<file path="config.mk">
export PLATFORM = sky130hd
export DESIGN_NAME = relay_station_credit
export DESIGN_NICKNAME = d
export VERILOG_FILES = /design/src/rtl/relay_station_credit.sv
export SDC_FILE = /design/constraint.sdc
export NUM_CORES = 1
export LEC_CHECK = 0
export BUFFER_PORTS_ARGS = -buffer_cell sky130_fd_sc_hd__buf_2
export CAP_MARGIN = 10
export CORE_ASPECT_RATIO = 0.8
export CORE_MARGIN = 3
export CORE_UTILIZATION = 25
export DETAILED_ROUTE_END_ITERATION = 12
export HOLD_SLACK_MARGIN = 0.08
export MAX_ROUTING_LAYER = met4
export PLACE_DENSITY = 0.38
export RECOVER_POWER = 25
export SYNTH_ARGS = -nofsm -noshare
export SYNTH_HDL_FRONTEND = slang
export SYNTH_SLANG_ARGS = --single-unit
</file>
<file path="constraint.sdc">
create_clock -name clk -period 3.2 [get_ports clk]
set_input_delay 0.16 -clock clk [delete_from_list [all_inputs] [get_ports clk]]
set_output_delay 0.16 -clock clk [all_outputs]
set_load 0.005 [all_outputs]
</file>
<file path="src/rtl/relay_station_credit.sv">
`default_nettype none
// ============================================================================
// Module      : relay_station_credit
// Description : Credit-based relay station for long stream links. Data and
//               valid travel through LEVEL_FWD register stages into a
//               receiver-side FWFT buffer; each read returns a one-bit credit
//               through LEVEL_BWD register stages to the sender-side credit
//               counter. The buffer covers the full round trip plus DEPTH
//               slack entries, so a continuous stream runs at one word/cycle.
// Revision    : 1.0 - initial release
// ============================================================================
module relay_station_credit #(
    parameter int DATA_WIDTH = 32,
    parameter int DEPTH      = 2,
    parameter int LEVEL_FWD  = 2,
    parameter int LEVEL_BWD  = 2,
    localparam int BUF_DEPTH = LEVEL_FWD + LEVEL_BWD + 2 + DEPTH,
    localparam int CNT_WIDTH = $clog2(BUF_DEPTH + 1)
) (
    input  logic                  clk,
    input  logic                  reset,
    // sender side
    output logic                  if_full_n,
    input  logic                  if_write_ce,
    input  logic                  if_write,
    input  logic [DATA_WIDTH-1:0] if_din,
    // receiver side
    output logic                  if_empty_n,
    input  logic                  if_read_ce,
    input  logic                  if_read,
    output logic [DATA_WIDTH-1:0] if_dout,
    // status
    output logic [CNT_WIDTH-1:0]  occupancy,
    output logic [CNT_WIDTH-1:0]  credits
);

    // BUF_DEPTH is always >= 2, so the pointer width is at least one bit.
    localparam int                   c_ptr_width = $clog2(BUF_DEPTH);
    localparam logic [c_ptr_width-1:0] c_last_ptr = c_ptr_width'(BUF_DEPTH - 1);
    localparam logic [c_ptr_width-1:0] c_ptr_one  = c_ptr_width'(1);
    localparam logic [CNT_WIDTH-1:0]   c_cnt_one  = CNT_WIDTH'(1);
    localparam logic [CNT_WIDTH-1:0]   c_cnt_full = CNT_WIDTH'(BUF_DEPTH);

    // ------------------------------------------------------------------
    // Handshake qualifiers
    // ------------------------------------------------------------------
    logic                  w_push;
    logic                  w_pop;
    logic                  w_credit_ret;
    logic                  w_buf_wr;
    logic [DATA_WIDTH-1:0] w_buf_din;

    logic [CNT_WIDTH-1:0]   r_credits;
    logic [CNT_WIDTH-1:0]   r_occ;
    logic [c_ptr_width-1:0] r_wptr;
    logic [c_ptr_width-1:0] r_rptr;
    logic [DATA_WIDTH-1:0]  r_mem [BUF_DEPTH];

    // Full flag comes straight from the counter register, never from if_write.
    assign if_full_n  = (r_credits != '0);
    assign if_empty_n = (r_occ != '0);
    assign w_push     = if_write & if_write_ce & if_full_n;
    assign w_pop      = if_read & if_read_ce & if_empty_n;

    // Circular increment that tolerates a non-power-of-two depth.
    function automatic logic [c_ptr_width-1:0] f_ptr_inc(input logic [c_ptr_width-1:0] p);
        return (p == c_last_ptr) ? '0 : p + c_ptr_one;
    endfunction

    // ------------------------------------------------------------------
    // Sender-side credit counter
    // ------------------------------------------------------------------
    // Consume one credit per push, regain one per returned token; both at once cancel.
    always_ff @(posedge clk or posedge reset) begin
        if (reset) begin
            r_credits <= c_cnt_full;
        end else if (w_push && !w_credit_ret) begin
            r_credits <= r_credits - c_cnt_one;
        end else if (!w_push && w_credit_ret) begin
            r_credits <= r_credits + c_cnt_one;
        end
    end

    // ------------------------------------------------------------------
    // Forward data pipe
    // ------------------------------------------------------------------
    generate
        if (LEVEL_FWD == 0) begin : g_fwd_bypass
            assign w_buf_wr  = w_push;
            assign w_buf_din = if_din;
        end else begin : g_fwd_pipe
            logic [LEVEL_FWD-1:0]  r_vld;
            logic [DATA_WIDTH-1:0] r_data [LEVEL_FWD];

            // Valid bits shift every cycle; the receiver always has room, so no stall.
            always_ff @(posedge clk or posedge reset) begin
                if (reset) begin
                    r_vld <= '0;
                end else begin
                    r_vld[0] <= w_push;
                    for (int k = 1; k < LEVEL_FWD; k++) begin
                        r_vld[k] <= r_vld[k-1];
                    end
                end
            end

            // Payload follows its valid bit; the first stage only loads on a push.
            always_ff @(posedge clk) begin
                if (w_push) begin
                    r_data[0] <= if_din;
                end
                for (int k = 1; k < LEVEL_FWD; k++) begin
                    r_data[k] <= r_data[k-1];
                end
            end

            assign w_buf_wr  = r_vld[LEVEL_FWD-1];
            assign w_buf_din = r_data[LEVEL_FWD-1];
        end
    endgenerate

    // ------------------------------------------------------------------
    // Receiver FWFT buffer
    // ------------------------------------------------------------------
    // Storage array has no reset so it can map onto distributed RAM / SRLs.
    always_ff @(posedge clk) begin
        if (w_buf_wr) begin
            r_mem[r_wptr] <= w_buf_din;
        end
    end

    // Write pointer advances on every arriving word.
    always_ff @(posedge clk or posedge reset) begin
        if (reset) begin
            r_wptr <= '0;
        end else if (w_buf_wr) begin
            r_wptr <= f_ptr_inc(r_wptr);
        end
    end

    // Read pointer advances on every accepted read.
    always_ff @(posedge clk or posedge reset) begin
        if (reset) begin
            r_rptr <= '0;
        end else if (w_pop) begin
            r_rptr <= f_ptr_inc(r_rptr);
        end
    end

    // Occupancy tracks arrivals minus reads; a simultaneous pair leaves it unchanged.
    always_ff @(posedge clk or posedge reset) begin
        if (reset) begin
            r_occ <= '0;
        end else if (w_buf_wr && !w_pop) begin
            r_occ <= r_occ + c_cnt_one;
        end else if (!w_buf_wr && w_pop) begin
            r_occ <= r_occ - c_cnt_one;
        end
    end

    assign if_dout   = r_mem[r_rptr];
    assign occupancy = r_occ;
    assign credits   = r_credits;

    // ------------------------------------------------------------------
    // Credit-return pipe
    // ------------------------------------------------------------------
    generate
        if (LEVEL_BWD == 0) begin : g_bwd_bypass
            assign w_credit_ret = w_pop;
        end else begin : g_bwd_pipe
            logic [LEVEL_BWD-1:0] r_tok;

            // One-bit tokens shift back to the sender; reset drops any in flight.
            always_ff @(posedge clk or posedge reset) begin
                if (reset) begin
                    r_tok <= '0;
                end else begin
                    r_tok[0] <= w_pop;
                    for (int k = 1; k < LEVEL_BWD; k++) begin
                        r_tok[k] <= r_tok[k-1];
                    end
                end
            end

            assign w_credit_ret = r_tok[LEVEL_BWD-1];
        end
    endgenerate

endmodule
`default_nettype wire

</file>
==> impl_metrics.json <==
{
  "status": "finished clean",
  "netlist_top_cells_area": "edfxtp_1, mux4_2, dfxtp_1, dfrtp_1, mux2_2",
  "die_h_microns": 204,
  "io_pins": 80,
  "synth-xor-area-share_pct": 0.357,
  "cts_tree": "yes",
  "critPathKind": "flip-flop to flip-flop",
  "finalWirelength_microns": 26200,
  "clk_pin_slew_ps": 60,
  "via_count": 5580,
  "fillers": 4500,
  "track_usage_pct": 10.7,
  "clock_sinks": 338,
  "rsz0062_at_grt": "false",
  "p_leak_nw": 5.04,
  "postSynthAreaPerCell_sq_um": 23.0,
  "die_w_microns": 254,
  "syn_area_sq_um": 12300,
  "whs_ps": 137,
  "synthSimpleGateAreaFrac_pct": 1.63,
  "synth_seq_cells": 338,
  "cts.path.max_buffers": 3,
  "start_util_pct": 25.7,
  "design.core.area_sq_um": 47700,
  "grt_pass1_vias": 6249,
  "fin_nets": 731,
  "gp_congestion": 0.739,
  "end_kind": "flip-flop",
  "port_buffers": 79,
  "gr-total-overflow": 0,
  "grt_pass1_wl_microns": 39400,
  "layout-drive-gt1-share_pct": 37.5,
  "dp_hpwl_microns": 14800,
  "power_density_nw_per_um2": 853,
  "drt-initial-drc-count": 298,
  "vdd_ir_drop_max_mv": 0.386,
  "slew_headroom_pct": 46.5,
  "via_per_inst": 4.19,
  "synth_compound_gate_area_share_pct": 0.684,
  "cp.required_ps": 3590,
  "synth_top_area_share_pct": 70.6,
  "fmax_ghz": 0.332,
  "cts_max_level": 2,
  "tightest_slew_ps": 802,
  "arrival_ps": 3400,
  "final_hold_viol_count": 0,
  "fin_setup_tns_ps": 0,
  "path_max_fanout": 6,
  "ys_types": 41,
  "slew_viol_final": 0,
  "dr.pass1.iters": 4,
  "grt_max_degree": 38,
  "drc_errors": 0,
  "finalSetupViolCount": 0,
  "worstSkewPairLatency_ps": 530,
  "critPathLaunchType": "flip-flop",
  "final_util_pct": 31.9,
  "ys_seq_area_share_pct": 79.5,
  "diodes": 0,
  "synth_cells": 533,
  "min_period_ps": 3010,
  "synth_edf_count": 288,
  "synth_common_cells": "edfxtp_1, mux4_2, mux2_2",
  "synth_top_family_by_area": "multiplexers",
  "fin_worst_skew_ps": 24.5,
  "syn_to_final_growth_pct": 24.1,
  "root_buffer": "clkbuf_16",
  "antenna_found_initial": 0,
  "cap_viol_max_count": 0,
  "syn-num-nets": 582,
  "hp-class": "input pin to flip-flop",
  "yosysTopAreaCell": "edfxtp_1",
  "numCtsBuffers": 38,
  "ys_warn_count": 0,
  "num_rows": 71,
  "synthArstFlopShare_pct": 5.33,
  "synthMuxAreaShare_pct": 15.6,
  "wire_per_inst_microns": 19.7,
  "fin_crit_sh_pct": 94.0,
  "synth_adder_area_share_pct": 1.18,
  "die_area_sq_um": 51700,
  "yosys_most_used_dff": "edfxtp_1",
  "post_cts_buffers": 0,
  "ant_nets": 0,
  "post-synth-top-count-cell": "edfxtp_1"
}
==> report_power, final <==
group / total (mW) / leakage [nW] / switching, mW / internal, mW
Combinational: 3.03 / 1.35 / 1.35 / 1.68
Sequential: 5.73 / 3.10 / 0.488 / 5.24
Clock: 4.23 / 0.598 / 1.70 / 2.52
==> metal layers <==
metal  routed length (microns)  vias to the layer above  global-route usage (%)
li1                          -                     2496                       -
met1                     11200                     2964                    12.6
met2                     13700                       81                    18.7
met3                       820                       39                    1.97
met4                       537                        0                    2.90
met5                         0                        -                       -
==> what timing repair did <==
item,4_1_cts,5_1_grt
hold buffers,35,0
gates resized for setup,0,0
endpoints found under the hold margin,50,0
==> registers in the layout (all words and copies together), names as in the netlist <==
register and cells:
g_fwd_pipe.r_vld 2, credits 4, r_wptr 3, r_mem 256, g_fwd_pipe.r_data 64, g_bwd_pipe.r_tok 2
occupancy 4, r_rptr 3
==> cell families (layout without fill, tap and decap cells) <==
family,after synthesis,in the layout
AND/OR/NAND/NOR,35,35
adder cells (fa/ha/maj),11,11
XOR/XNOR,5,5
multiplexers,105,105
flip-flops,338,338
AO/OA/AOI/OAI,12,12
buffers and inverters,27,206
==> worst max-delay path: stages (launching register included) <==
cell	delay (ps)
dfrtp_1	460
or4_4	540
and3_4	230
inv_1	70
ha_1	250
inv_1	130
ha_1	370
or4_1	580
o211ai_1	140
o211ai_1	110
==> cell usage in the layout, fill, tap and decap left out, drive strengths merged, types with 2 or more instances in the layout <==
| master | instances |
|---|---|
| a21oi | 3 |
| and3 | 2 |
| buf | 90 |
| bufinv | 2 |
| clkbuf | 58 |
| clkinv | 9 |
| clkinvlp | 4 |
| dfrtp | 17 |
| dfxtp | 32 |
| dlygate4sd3 | 35 |
| edfxtp | 288 |
| ha | 10 |
| inv | 8 |
| mux2 | 39 |
| mux2i | 2 |
| mux4 | 64 |
| nand2 | 4 |
| nand2b | 4 |
| nand3 | 2 |
| nor2 | 10 |
| nor3 | 3 |
| o211ai | 2 |
| o21ai | 3 |
| or4 | 3 |
| xnor2 | 4 |
==> layout make-up <==
cell class              count  area (sq um)  area share (%)
inverters                   6          22.5           0.148
repair buffers            130           972            6.39
well taps                 620           776            5.10
clock buffers              53          1070            7.02
clock inverters            17           178            1.17
flip-flops and latches    338          9750            64.1
multi-input cells         168          2450            16.1
==> stage by stage <==
stage	cells	cell area [sq um]	worst slack, ps	power (mW)
global route	1332	15200	106	13.7
detailed placement	1227	13600	251	8.95
finish	1332	15200	192	13.0
global placement	1227	13600	386	8.88
CTS	1332	15200	237	13.3
floorplan	533	12300	15.1	7.63
==> worst paths after layout <==
check	from	to	slack (ps)	depth (start not counted)
hold / removal	if_read	r_rptr[2]	140	3
max in group asynchronous	reset	r_rptr[0]	2270	3
hold reg to reg	g_fwd_pipe.r_data[0][7]	g_fwd_pipe.r_data[0][39]	340	0
min in group asynchronous	reset	g_bwd_pipe.r_tok[0]	340	3
setup / recovery	occupancy[0]	occupancy[3]	190	9
setup reg to reg	occupancy[0]	occupancy[3]	190	9
(Power assumes the default switching activity.)
